$ cat config.mk
export PLATFORM = sky130hd
export DESIGN_NAME = mem_port_arbiter_flat
export DESIGN_NICKNAME = d
export VERILOG_FILES = /design/src/rtl/mem_port_arbiter_if.sv /design/src/rtl/mem_port_arbiter.sv /design/src/flat_wrapper.sv
export SDC_FILE = /design/constraint.sdc
export NUM_CORES = 1
export LEC_CHECK = 0
export CAP_MARGIN = 20
export CORE_AREA = 8 8 188 190
export CTS_BUF_LIST = sky130_fd_sc_hd__clkbuf_4
export DETAILED_ROUTE_END_ITERATION = 7
export DIE_AREA = 0 0 196 198
export PLACE_DENSITY_LB_ADDON = 0.2
export SLEW_MARGIN = 15
export SYNTH_ARGS = -nofsm -noshare
export SYNTH_HDL_FRONTEND = slang
export SYNTH_SLANG_ARGS = --single-unit
$ cat constraint.sdc
create_clock -name clk -period 4.3 [get_ports clk]
set_input_delay 0.86 -clock clk [delete_from_list [all_inputs] [get_ports clk]]
set_output_delay 0.86 -clock clk [all_outputs]
set_load 0.01 [all_outputs]
$ cat src/rtl/mem_port_arbiter_if.sv
// rtl/mem_port_arbiter_if.sv - pipeline/memory bus bundle for the IF/MEM port arbiter
interface mem_port_arbiter_if #(
  parameter int ADDR_W = 64
);
  logic              if_req;
  logic [ADDR_W-1:0] if_addr;
  logic [31:0]       if_rdata;
  logic              if_done;
  logic              d_req;
  logic              d_we;
  logic [ADDR_W-1:0] d_addr;
  logic [63:0]       d_wdata;
  logic [63:0]       d_rdata;
  logic              d_done;
  logic              err;
  logic              mem_req;
  logic              mem_we;
  logic [ADDR_W-1:0] mem_addr;
  logic [63:0]       mem_wdata;
  logic [63:0]       mem_rdata;
  logic              mem_ack;
  logic              stall_if;
  logic              stall_mem;

  // arbiter side
  modport slave (
    input  if_req, if_addr, d_req, d_we, d_addr, d_wdata, mem_rdata, mem_ack,
    output if_rdata, if_done, d_rdata, d_done, err,
           mem_req, mem_we, mem_addr, mem_wdata, stall_if, stall_mem
  );

  // pipeline stages plus memory model side
  modport master (
    output if_req, if_addr, d_req, d_we, d_addr, d_wdata, mem_rdata, mem_ack,
    input  if_rdata, if_done, d_rdata, d_done, err,
           mem_req, mem_we, mem_addr, mem_wdata, stall_if, stall_mem
  );
endinterface

$ cat src/rtl/mem_port_arbiter.sv
// rtl/mem_port_arbiter.sv - single-port memory arbiter between fetch and MEM stages
module mem_port_arbiter #(
  parameter int ADDR_W     = 64,
  parameter int MAX_WAIT   = 16,
  parameter int STARVE_LIM = 4
) (
  input  logic              clk,
  input  logic              reset,
  mem_port_arbiter_if.slave bus
);
  localparam int WAIT_W = (MAX_WAIT > 2) ? $clog2(MAX_WAIT) : 1;
  localparam int STV_W  = $clog2(STARVE_LIM + 1);
  localparam logic [WAIT_W-1:0] WAIT_LAST  = WAIT_W'(MAX_WAIT - 1);
  localparam logic [STV_W-1:0]  STARVE_MAX = STV_W'(STARVE_LIM);

  typedef enum logic [1:0] {IDLE, IF_BUSY, D_BUSY} state_t;

  state_t            r_state;
  logic [WAIT_W-1:0] r_wait_cnt;
  logic [STV_W-1:0]  r_starve_cnt;
  logic              r_mem_req;
  logic              r_mem_we;
  logic [ADDR_W-1:0] r_mem_addr;
  logic [63:0]       r_mem_wdata;
  logic [31:0]       r_if_rdata;
  logic              r_if_done;
  logic [63:0]       r_d_rdata;
  logic              r_d_done;
  logic              r_err;

  logic w_arb_ok;
  logic w_if_win;
  logic w_d_win;
  logic w_timeout;

  // No arbitration in the done cycle: the requester still shows its old req there.
  assign w_arb_ok  = ~r_if_done & ~r_d_done;
  assign w_if_win  = bus.if_req & (~bus.d_req | (r_starve_cnt == STARVE_MAX));
  assign w_d_win   = bus.d_req & ~w_if_win;
  assign w_timeout = (r_wait_cnt == WAIT_LAST);

  // Arbitration, transaction sequencing, timeout and starvation tracking
  always_ff @(posedge clk or negedge reset) begin
    if (!reset) begin
      r_state      <= IDLE;
      r_wait_cnt   <= '0;
      r_starve_cnt <= '0;
      r_mem_req    <= 1'b0;
      r_mem_we     <= 1'b0;
      r_mem_addr   <= '0;
      r_mem_wdata  <= '0;
      r_if_rdata   <= '0;
      r_if_done    <= 1'b0;
      r_d_rdata    <= '0;
      r_d_done     <= 1'b0;
      r_err        <= 1'b0;
    end else begin
      r_if_done <= 1'b0;
      r_d_done  <= 1'b0;
      r_err     <= 1'b0;
      case (r_state)
        IDLE: begin
          if (!bus.if_req) r_starve_cnt <= '0;
          if (w_arb_ok && w_if_win) begin
            r_state      <= IF_BUSY;
            r_mem_req    <= 1'b1;
            r_mem_we     <= 1'b0;
            r_mem_addr   <= bus.if_addr;
            r_mem_wdata  <= bus.d_wdata;
            r_wait_cnt   <= '0;
            r_starve_cnt <= '0;
          end else if (w_arb_ok && w_d_win) begin
            r_state     <= D_BUSY;
            r_mem_req   <= 1'b1;
            r_mem_we    <= bus.d_we;
            r_mem_addr  <= bus.d_addr;
            r_mem_wdata <= bus.d_wdata;
            r_wait_cnt  <= '0;
            if (bus.if_req && (r_starve_cnt != STARVE_MAX))
              r_starve_cnt <= r_starve_cnt + 1'b1;
          end
        end
        IF_BUSY, D_BUSY: begin
          if (bus.mem_ack) begin
            r_state   <= IDLE;
            r_mem_req <= 1'b0;
            if (r_state == IF_BUSY) begin
              r_if_done  <= 1'b1;
              r_if_rdata <= r_mem_addr[2] ? bus.mem_rdata[63:32] : bus.mem_rdata[31:0];
            end else begin
              r_d_done <= 1'b1;
              if (!r_mem_we) r_d_rdata <= bus.mem_rdata;
            end
          end else if (w_timeout) begin
            r_state   <= IDLE;
            r_mem_req <= 1'b0;
            r_err     <= 1'b1;
            if (r_state == IF_BUSY) begin
              r_if_done  <= 1'b1;
              r_if_rdata <= '0;
            end else begin
              r_d_done <= 1'b1;
              if (!r_mem_we) r_d_rdata <= '0;
            end
          end else begin
            r_wait_cnt <= r_wait_cnt + 1'b1;
          end
        end
        default: begin
          r_state   <= IDLE;
          r_mem_req <= 1'b0;
        end
      endcase
    end
  end

  assign bus.mem_req   = r_mem_req;
  assign bus.mem_we    = r_mem_we;
  assign bus.mem_addr  = r_mem_addr;
  assign bus.mem_wdata = r_mem_wdata;
  assign bus.if_rdata  = r_if_rdata;
  assign bus.if_done   = r_if_done;
  assign bus.d_rdata   = r_d_rdata;
  assign bus.d_done    = r_d_done;
  assign bus.err       = r_err;
  assign bus.stall_if  = bus.if_req & ~r_if_done;
  assign bus.stall_mem = bus.d_req & ~r_d_done;
endmodule

$ cat src/flat_wrapper.sv
// flat-port wrapper written by rule: the top's interface ports become plain ports
module mem_port_arbiter_flat 
#(
  parameter int ADDR_W     = 64,
  parameter int MAX_WAIT   = 16,
  parameter int STARVE_LIM = 4
)
  (clk, reset, bus_if_req, bus_if_addr, bus_d_req, bus_d_we, bus_d_addr, bus_d_wdata, bus_mem_rdata, bus_mem_ack, bus_if_rdata, bus_if_done, bus_d_rdata, bus_d_done, bus_err, bus_mem_req, bus_mem_we, bus_mem_addr, bus_mem_wdata, bus_stall_if, bus_stall_mem);
  mem_port_arbiter_if #(.ADDR_W(ADDR_W)) bus_i ();
  input  logic clk;
  input  logic reset;
  input wire logic [$bits(bus_i.if_req)-1:0] bus_if_req;
  input wire logic [$bits(bus_i.if_addr)-1:0] bus_if_addr;
  input wire logic [$bits(bus_i.d_req)-1:0] bus_d_req;
  input wire logic [$bits(bus_i.d_we)-1:0] bus_d_we;
  input wire logic [$bits(bus_i.d_addr)-1:0] bus_d_addr;
  input wire logic [$bits(bus_i.d_wdata)-1:0] bus_d_wdata;
  input wire logic [$bits(bus_i.mem_rdata)-1:0] bus_mem_rdata;
  input wire logic [$bits(bus_i.mem_ack)-1:0] bus_mem_ack;
  output wire logic [$bits(bus_i.if_rdata)-1:0] bus_if_rdata;
  output wire logic [$bits(bus_i.if_done)-1:0] bus_if_done;
  output wire logic [$bits(bus_i.d_rdata)-1:0] bus_d_rdata;
  output wire logic [$bits(bus_i.d_done)-1:0] bus_d_done;
  output wire logic [$bits(bus_i.err)-1:0] bus_err;
  output wire logic [$bits(bus_i.mem_req)-1:0] bus_mem_req;
  output wire logic [$bits(bus_i.mem_we)-1:0] bus_mem_we;
  output wire logic [$bits(bus_i.mem_addr)-1:0] bus_mem_addr;
  output wire logic [$bits(bus_i.mem_wdata)-1:0] bus_mem_wdata;
  output wire logic [$bits(bus_i.stall_if)-1:0] bus_stall_if;
  output wire logic [$bits(bus_i.stall_mem)-1:0] bus_stall_mem;
  assign bus_i.if_req = bus_if_req;
  assign bus_i.if_addr = bus_if_addr;
  assign bus_i.d_req = bus_d_req;
  assign bus_i.d_we = bus_d_we;
  assign bus_i.d_addr = bus_d_addr;
  assign bus_i.d_wdata = bus_d_wdata;
  assign bus_i.mem_rdata = bus_mem_rdata;
  assign bus_i.mem_ack = bus_mem_ack;
  assign bus_if_rdata = bus_i.if_rdata;
  assign bus_if_done = bus_i.if_done;
  assign bus_d_rdata = bus_i.d_rdata;
  assign bus_d_done = bus_i.d_done;
  assign bus_err = bus_i.err;
  assign bus_mem_req = bus_i.mem_req;
  assign bus_mem_we = bus_i.mem_we;
  assign bus_mem_addr = bus_i.mem_addr;
  assign bus_mem_wdata = bus_i.mem_wdata;
  assign bus_stall_if = bus_i.stall_if;
  assign bus_stall_mem = bus_i.stall_mem;
  mem_port_arbiter #(.ADDR_W(ADDR_W), .MAX_WAIT(MAX_WAIT), .STARVE_LIM(STARVE_LIM)) u_core (.clk(clk), .reset(reset), .bus(bus_i));
endmodule
==> impl_table.tex, run 1 <==
\begin{tabular}{lr}
\hline
Metric & Value \\
\hline
\multicolumn{2}{l}{\textbf{Drt}} \\
Residual DRC & 0 \\
ANT nets after route & 0 \\
Total vias in the final route & 8947 \\
Iter 0 DRT Violations & 414 \\
Per-cell via count in the routed design & 4.653 \\
Pre-Repair DR Iteration Count & 5 \\
Per-cell routed wire length & 19.79 µm \\
Final Routed Wirelength & 38050 µm \\
\multicolumn{2}{l}{\textbf{Synthesis}} \\
EDFF count, synth & 0 \\
Top FF cell, synth & sky130\_fd\_sc\_hd\_\_dfrtp\_1 \\
Sequential area share after synthesis & 56.84\% \\
Syn Nets & 1216 \\
Mean Syn Cell Area & 11.04 µm² \\
Total number of yosys warnings & 0 \\
Library cells used by synthesis & 41 \\
Area of the mapped netlist & 10480 µm² \\
Flip-flop and latch count after synthesis & 238 \\
Post-Synthesis Cells & 949 \\
Fraction of synthesis flops using an asynchronous set or reset pin & 100.0\% \\
\multicolumn{2}{l}{\textbf{Clock network}} \\
Clock tree root buffer cell & sky130\_fd\_sc\_hd\_\_clkbuf\_4 \\
Number of buffers created by CTS & 72 \\
Number of setup buffers added after CTS & 0 \\
Worst-path clk slew & 0.06 ns \\
Clock tree from TritonCTS & done \\
CTS Hold Bufs & 0 \\
Clock latency on the worst-skew pair & 0.66 ns \\
H-tree Lvls & 3 \\
\# resized after CTS & 0 \\
Number of clock sinks seen by CTS & 238 \\
Max Root-Sink Buffers & 3 \\
\multicolumn{2}{l}{\textbf{STA}} \\
Headroom to the max-slew limit & 37.03\% \\
Peak clock frequency supported by timing & 0.3214 GHz \\
RSZ-0062 raised after global routing & false \\
Fin crit share & 72.35\% \\
Final Hold Viols & 0 \\
Clock skew after layout & 0.02668 ns \\
Number of pins with negative max-slew slack in the final report & 0 \\
Accumulated negative setup slack & 0 ns \\
Final setup violation count & 0 \\
Final worst path period need & 3.111 ns \\
Transition at the pin with the smallest max-transition slack & 0.9375 ns \\
\multicolumn{2}{l}{\textbf{Power and ir drop}} \\
Largest voltage drop on the vdd net & 0.0003337 V \\
Leakage power & 0.007261 µW \\
Int Power & 7519 µW \\
Clk pwr share & 18.4\% \\
Power density over the cells & 704.5 nW/µm² \\
NetSw & 4176 µW \\
Sequential share of power & 32.7\% \\
Combinational power share & 48.9\% \\
Switching power share of the total & 35.71\% \\
\multicolumn{2}{l}{\textbf{Worst setup path}} \\
Startpoint types & input port \\
Critical path class & input port to primary output \\
Maximum fanout encountered on the critical timing path & 5 \\
Cell depth of the worst flop-to-flop path & 6 \\
Arrival time at the worst endpoint & 2.25 ns \\
Element type at the critical path end & primary output \\
Data required time at the worst endpoint & 3.44 ns \\
\multicolumn{2}{l}{\textbf{Placement}} \\
Dpl hpwl & 28360 µm \\
Global placement routability congestion & 0.7847 \\
PortBufs & 492 \\
Post-placement cell area & 15730 µm² \\
\multicolumn{2}{l}{\textbf{Floorplanning}} \\
Number of I/O pins & 493 \\
Die span in x & 196 µm \\
Die Height & 198 µm \\
Effective utilization at floorplan & 32.54\% \\
Number of placement rows & 66 \\
Die area & 38810 µm² \\
Core Box Area & 32210 µm² \\
\multicolumn{2}{l}{\textbf{Job}} \\
Max Cap Viol & 0 \\
\multicolumn{2}{l}{\textbf{Finish}} \\
Final Util & 51.55\% \\
Final Cell Area & 16600 µm² \\
Net count, final & 1736 \\
P\&R area growth vs syn & 58.42\% \\
Ratio of cells with drive above 1 in the final layout & 15.65\% \\
\multicolumn{2}{l}{\textbf{GRT}} \\
All-layer global routing usage & 19.16\% \\
Largest net degree at the start of global routing & 119 \\
Wire length of the first global-routing pass & 57770 µm \\
Leftover overflow at the end of global routing & 0 \\
Number of global-route vias before repair & 9577 \\
Antenna violations before repair & 2 \\
\multicolumn{2}{l}{\textbf{Outcome}} \\
Result of the run & completed \\
\multicolumn{2}{l}{\textbf{Worst hold path}} \\
Path type of the worst min-delay path & input port to async pin \\
\hline
\end{tabular}
## cell type report
class	count	area (µm²)
timing repair buffer	513	5160
sequential	238	5956
tap	408	510.5
fill	2970	15610
inverter	41	153.9
antenna	1	2.502
clock inverter	14	81.33
clock buffer	105	788.3
multi-input combinational	603	3949
## critical path, cell delays in order
cell and delay [ns]:
sky130_fd_sc_hd__clkdlybuf4s50_1 0.53, sky130_fd_sc_hd__inv_1 0.11, sky130_fd_sc_hd__nor2_1 0.14, sky130_fd_sc_hd__clkdlybuf4s50_1 0.60
## cell families (layout without fill, tap and decap cells)
family | after synthesis | in the layout | synth area share, %
AOI/OAI and AO/OA | 116 | 116 | 5.958
adders and majority gates | 5 | 5 | 0.5970
buffers and inverters | 108 | 673 | 5.600
DFF | 238 | 238 | 56.84
muxes | 163 | 163 | 17.62
other | 0 | 1 | 0
and+or+nand+nor | 319 | 319 | 13.39
## layer usage
metal	up-vias	wire, µm	GRT usage [%]
met1	4240	14900	22.24
met5	-	13	0
li1	4296	-	-
met3	49	3638	8.031
met4	2	570	4.829
met2	360	18930	32.43
## placed cells by master, fill, tap and decap left out, types with 16 or more instances in the layout
cell type                         Yosys  layout
sky130_fd_sc_hd__nand2_1            131     131
sky130_fd_sc_hd__dfrtp_1            238     238
sky130_fd_sc_hd__o21ai_1             26      26
sky130_fd_sc_hd__nor2_1              68      68
sky130_fd_sc_hd__mux2_4              25      25
sky130_fd_sc_hd__nand3_1            100     100
sky130_fd_sc_hd__buf_4                6      16
sky130_fd_sc_hd__mux2_2              71      71
sky130_fd_sc_hd__mux2i_1             66      66
sky130_fd_sc_hd__a21oi_1             69      69
sky130_fd_sc_hd__clkbuf_4             0     105
sky130_fd_sc_hd__clkdlybuf4s50_1      0     490
sky130_fd_sc_hd__inv_1               41      41
## per-stage QoR
stage | setup WS, ns | std cells | hold slack (ns) | power, µW
6_report | 1.189 | 1923 | 0.2391 | 11700
5_1_grt | 1.089 | 1923 | 0.2714 | 12510
4_1_cts | 1.199 | 1922 | 0.2497 | 11890
3_5_place_dp | 1.174 | 1803 | 0.4544 | 9655
3_3_place_gp | 1.228 | 1803 | 0.4482 | 9585
2_1_floorplan | 2.220 | 949 | 0.4912 | 6750
## sequential cells by signal, summed over array words and instances (netlist names)
name                  flops
u_core.bus.d_rdata       64
u_core.bus.mem_addr      64
u_core.bus.mem_wdata     64
u_core.bus.if_rdata      32
u_core.r_wait_cnt         4
u_core.r_starve_cnt       3
u_core.r_state            2
u_core.bus.d_done         1
u_core.bus.err            1
u_core.bus.if_done        1
u_core.bus.mem_req        1
u_core.bus.mem_we         1
## path summary, 6_finish.rpt
check,startpoint,to,slack (ns)
hold reg to reg,u_core.bus.d_rdata[45]$_DFFE_PN0P_,u_core.bus.d_rdata[45]$_DFFE_PN0P_,0.46
setup / recovery,bus_if_req,bus_stall_if,1.19
max in group asynchronous,reset,u_core.bus.mem_wdata[26]$_DFFE_PN0P_,3.11
min in group clk,u_core.bus.d_rdata[45]$_DFFE_PN0P_,u_core.bus.d_rdata[45]$_DFFE_PN0P_,0.46
hold / removal,reset,u_core.bus.d_rdata[44]$_DFFE_PN0P_,0.24
setup reg to reg,u_core.r_state[0]$_DFFE_PN0P_,u_core.bus.d_rdata[62]$_DFFE_PN0P_,2.02
## Yosys cell counts, types with 2 or more instances
master / n / area share (%)
sky130_fd_sc_hd__a21oi_1: 69 / 3.3
sky130_fd_sc_hd__a31o_2: 2 / 0.17
sky130_fd_sc_hd__and3_1: 4 / 0.24
sky130_fd_sc_hd__buf_1: 6 / 0.21
sky130_fd_sc_hd__buf_2: 25 / 1.2
sky130_fd_sc_hd__buf_4: 6 / 0.43
sky130_fd_sc_hd__buf_6: 17 / 1.8
sky130_fd_sc_hd__clkbuf_1: 13 / 0.47
sky130_fd_sc_hd__dfrtp_1: 238 / 57
sky130_fd_sc_hd__ha_1: 5 / 0.60
sky130_fd_sc_hd__inv_1: 41 / 1.5
sky130_fd_sc_hd__mux2_2: 71 / 7.6
sky130_fd_sc_hd__mux2_4: 25 / 3.6
sky130_fd_sc_hd__mux2i_1: 66 / 6.3
sky130_fd_sc_hd__nand2_1: 131 / 4.7
sky130_fd_sc_hd__nand2b_1: 2 / 0.12
sky130_fd_sc_hd__nand3_1: 100 / 4.8
sky130_fd_sc_hd__nand3b_1: 2 / 0.14
sky130_fd_sc_hd__nor2_1: 68 / 2.4
sky130_fd_sc_hd__nor2b_1: 4 / 0.24
sky130_fd_sc_hd__nor4b_1: 2 / 0.17
sky130_fd_sc_hd__o21ai_0: 7 / 0.33
sky130_fd_sc_hd__o21ai_1: 26 / 1.2
sky130_fd_sc_hd__o22ai_1: 2 / 0.12
## power groups by stage
stage / clock network [µW] / registers [µW] / logic, µW
2_1_floorplan: 0 / 4270 / 2480
3_3_place_gp: 0 / 3820 / 5760
3_5_place_dp: 0 / 3850 / 5810
4_1_cts: 2230 / 3830 / 5820
5_1_grt: 2380 / 3960 / 6170
6_report: 2150 / 3830 / 5720
No activity file was read; power rests on OpenSTA's default activity.
==> inputs of run 2 (changes only) <==
clock period = 2.6 ns   (was 4.3 ns; I/O delays follow)
==> run 2 against run 1 <==
  * Cell area rose by 1.8%
  * Combinational power increased by 72%
  * Worst setup slack worse by 1.0 ns
  * Via count rose by 1.7%
  * Wire length down 0.34%
  * Non-clock buffer count grew 14
  * Clock skew grew 0.052 ns
  * Hold slack gained 0.079 ns
  * Power is 70% higher
  * Global-route usage shrank 0.18 points
  * Critical path depth is the same
  * Core utilization increased by 0.94 points
  * Critical endpoint unchanged
==> impl_table.tex, run 2 (synthesis results as in run 1) <==
\begin{tabular}{lr}
\hline
Metric & Value \\
\hline
\multicolumn{2}{l}{\textbf{Outcome}} \\
Result of the run & completed \\
\multicolumn{2}{l}{\textbf{GRT}} \\
Global Route met3 Usage & 7.997\% (-0.034 points) \\
Number of global-route vias before repair & 9693 (+1.2\%) \\
Met2 GRT Util & 31.47\% (-0.96 points) \\
Wire length of the first global-routing pass & 57600 µm (-0.30\%) \\
Antenna violations before repair & 3 (+1) \\
Grt met1 use & 22.05\% (-0.19 points) \\
Most congested layer reported by global routing & met2 \\
Largest net degree at the start of global routing & 100 (-16\%) \\
Leftover overflow at the end of global routing & 0 (unchanged) \\
All-layer global routing usage & 18.98\% (-0.18 points) \\
\multicolumn{2}{l}{\textbf{Clock network}} \\
Max Root-Sink Buffers & 3 (unchanged) \\
Number of setup buffers added after CTS & 0 (unchanged) \\
Clock latency on the worst-skew pair & 0.68 ns (+0.02 ns) \\
\# resized after CTS & 0 (unchanged) \\
Clock tree from TritonCTS & done \\
Worst-path clk slew & 0.06 ns (about the same) \\
Number of buffers created by CTS & 70 (-2.8\%) \\
Clock tree root buffer cell & sky130\_fd\_sc\_hd\_\_clkbuf\_4 \\
CTS Hold Bufs & 1 (+1) \\
Number of clock sinks seen by CTS & 238 (unchanged) \\
H-tree Lvls & 3 (unchanged) \\
\multicolumn{2}{l}{\textbf{Floorplanning}} \\
Effective utilization at floorplan & 32.54\% (unchanged) \\
Die Height & 198 µm (unchanged) \\
Number of placement rows & 66 (unchanged) \\
Core Box Area & 32210 µm² (unchanged) \\
Die area & 38810 µm² (unchanged) \\
Die span in x & 196 µm (unchanged) \\
Number of I/O pins & 493 (unchanged) \\
\multicolumn{2}{l}{\textbf{Drt}} \\
Final Routed Wirelength & 37920 µm (-0.34\%) \\
ANT nets after route & 0 (unchanged) \\
Per-cell via count in the routed design & 4.681 (+0.61\%) \\
Iter 0 DRT Violations & 304 (-27\%) \\
Total vias in the final route & 9100 (+1.7\%) \\
Residual DRC & 0 (unchanged) \\
Pre-Repair DR Iteration Count & 7 (+2) \\
Per-cell routed wire length & 19.51 µm (-1.4\%) \\
\multicolumn{2}{l}{\textbf{Worst setup path}} \\
Critical path class & input port to primary output \\
Element type at the critical path end & primary output \\
Slowest Stage Delay on Critical Path & 0.58 ns (-0.02 ns) \\
Data required time at the worst endpoint & 2.08 ns (-1.36 ns) \\
CP dominant cell by count & sky130\_fd\_sc\_hd\_\_clkdlybuf4s50\_1 \\
Library cell contributing the largest single delay on the critical path & sky130\_fd\_sc\_hd\_\_clkdlybuf4s50\_1 \\
Maximum fanout encountered on the critical timing path & 5 (unchanged) \\
Startpoint types & input port \\
Crit-path cells & clkdlybuf4s50\_1 > inv\_1 > nor2\_1 > clkdlybuf4s50\_1 \\
Arrival time at the worst endpoint & 1.93 ns (-0.32 ns) \\
\multicolumn{2}{l}{\textbf{STA}} \\
Clock skew after layout & 0.07893 ns (+0.05224 ns) \\
Final worst path period need & 2.454 ns \\
Headroom to the max-slew limit & 62.57\% (+26 points) \\
Accumulated negative setup slack & 0 ns (unchanged) \\
Fin crit share & 94.39\% \\
Number of pins with negative max-slew slack in the final report & 0 (unchanged) \\
Final Hold Viols & 0 (unchanged) \\
RSZ-0062 raised after global routing & false \\
Final setup violation count & 0 (unchanged) \\
Peak clock frequency supported by timing & 0.4075 GHz \\
Transition at the pin with the smallest max-transition slack & 0.5615 ns (-0.3760 ns) \\
\multicolumn{2}{l}{\textbf{Finish}} \\
Final Cell Area & 16900 µm² (+1.8\%) \\
Highest-count cells in the layout ignoring fill and taps & 490 x sky130\_fd\_sc\_hd\_\_clkdlybuf4s50\_1, 238 x sky130\_fd\_sc\_hd\_\_dfrtp\_1, 131 x sky130\_fd\_sc\_hd\_\_nand2\_1, 101 x sky130\_fd\_sc\_hd\_\_clkbuf\_4, 100 x sky130\_fd\_sc\_hd\_\_nand3\_1 \\
P\&R area growth vs syn & 61.30\% \\
Most common library cell in the layout ignoring fill and taps & sky130\_fd\_sc\_hd\_\_clkdlybuf4s50\_1 \\
Post-layout instance count excluding filler cells & 1944 (+1.1\%) \\
Net count, final & 1748 (+0.69\%) \\
Final Util & 52.48\% (+0.94 points) \\
Ratio of cells with drive above 1 in the final layout & 16.18\% (+0.52 points) \\
\multicolumn{2}{l}{\textbf{Power and ir drop}} \\
Leakage power & 0.007389 µW (+1.8\%) \\
Largest voltage drop on the vdd net & 0.0006028 V (+81\%) \\
Power density over the cells & 1179 nW/µm² (+67\%) \\
\multicolumn{2}{l}{\textbf{Placement}} \\
PortBufs & 492 (unchanged) \\
Dpl hpwl & 28520 µm (+0.59\%) \\
Global placement routability congestion & 0.8007 (+2.0\%) \\
Cell count after placement & 1816 (+0.72\%) \\
Post-placement cell area & 15950 µm² (+1.4\%) \\
\multicolumn{2}{l}{\textbf{Job}} \\
Max Cap Viol & 0 (unchanged) \\
\multicolumn{2}{l}{\textbf{Worst hold path}} \\
Path type of the worst min-delay path & input port to flop \\
\hline
\end{tabular}
run 2: changes by cell type in the layout (fill, tap and decap cells not counted), sizes merged, moves of 2 or more:
cell    previous run  this run
buf               23        36
clkinv            12        19
clkbuf           105       101
bufinv             1         3
diode              1         3
run 2: power breakdown:
| part | switching (µW) | internal, µW |
|---|---|---|
| Sequential | 917 | 5410 |
| Combinational | 4470 | 5370 |
| Clock | 1680 | 2090 |
run 2: worst paths after layout:
kind,slack [ns],cells past startpoint,from,to
min in group asynchronous,0.43,2,reset,u_core.bus.d_rdata[12]$_DFFE_PN0P_
min,0.32,4,bus_mem_ack,u_core.bus.mem_req$_DFFE_PN0P_
max,0.15,4,bus_if_req,bus_stall_if
max reg2reg,0.60,6,u_core.r_wait_cnt[0]$_DFFE_PN0P_,u_core.bus.d_rdata[42]$_DFFE_PN0P_
max in group asynchronous,1.37,3,reset,u_core.bus.mem_addr[57]$_DFFE_PN0P_
min reg2reg,0.46,2,u_core.bus.d_rdata[52]$_DFFE_PN0P_,u_core.bus.d_rdata[52]$_DFFE_PN0P_
run 2: layout make-up:
cell class	count	area (µm²)
fillers	2903	15300
flip-flops and latches	238	5956
repair buffers	527	5393
multi-input cells	603	3949
clock buffers	101	758.2
well taps	408	510.5
clock inverters	23	175.2
inverters	41	153.9
diodes	3	7.507
run 2: layer usage:
| layer | wire length [µm] | vias to the layer above |
|---|---|---|
| met5 | 0 | - |
| li1 | - | 4319 |
| met2 | 18700 | 393 |
| met1 | 14650 | 4321 |
| met4 | 840 | 0 |
| met3 | 3728 | 67 |
run 2: stage by stage:
stage	hold slack, ns	total power, µW	worst slack, ns
after floorplan	0.2244	11160	0.8405
after global placement	0.4480	16230	0.1326
after detailed placement	0.4545	16360	0.1371
after CTS	0.2410	20280	0.1215
after global routing	0.3035	21270	0.05299
final	0.3184	19930	0.1459
run 2: critical path: cells and delay by family:
kind | cells | cell delay (ns)
buf+inv | 3 | 1.27
simple gates | 1 | 0.15
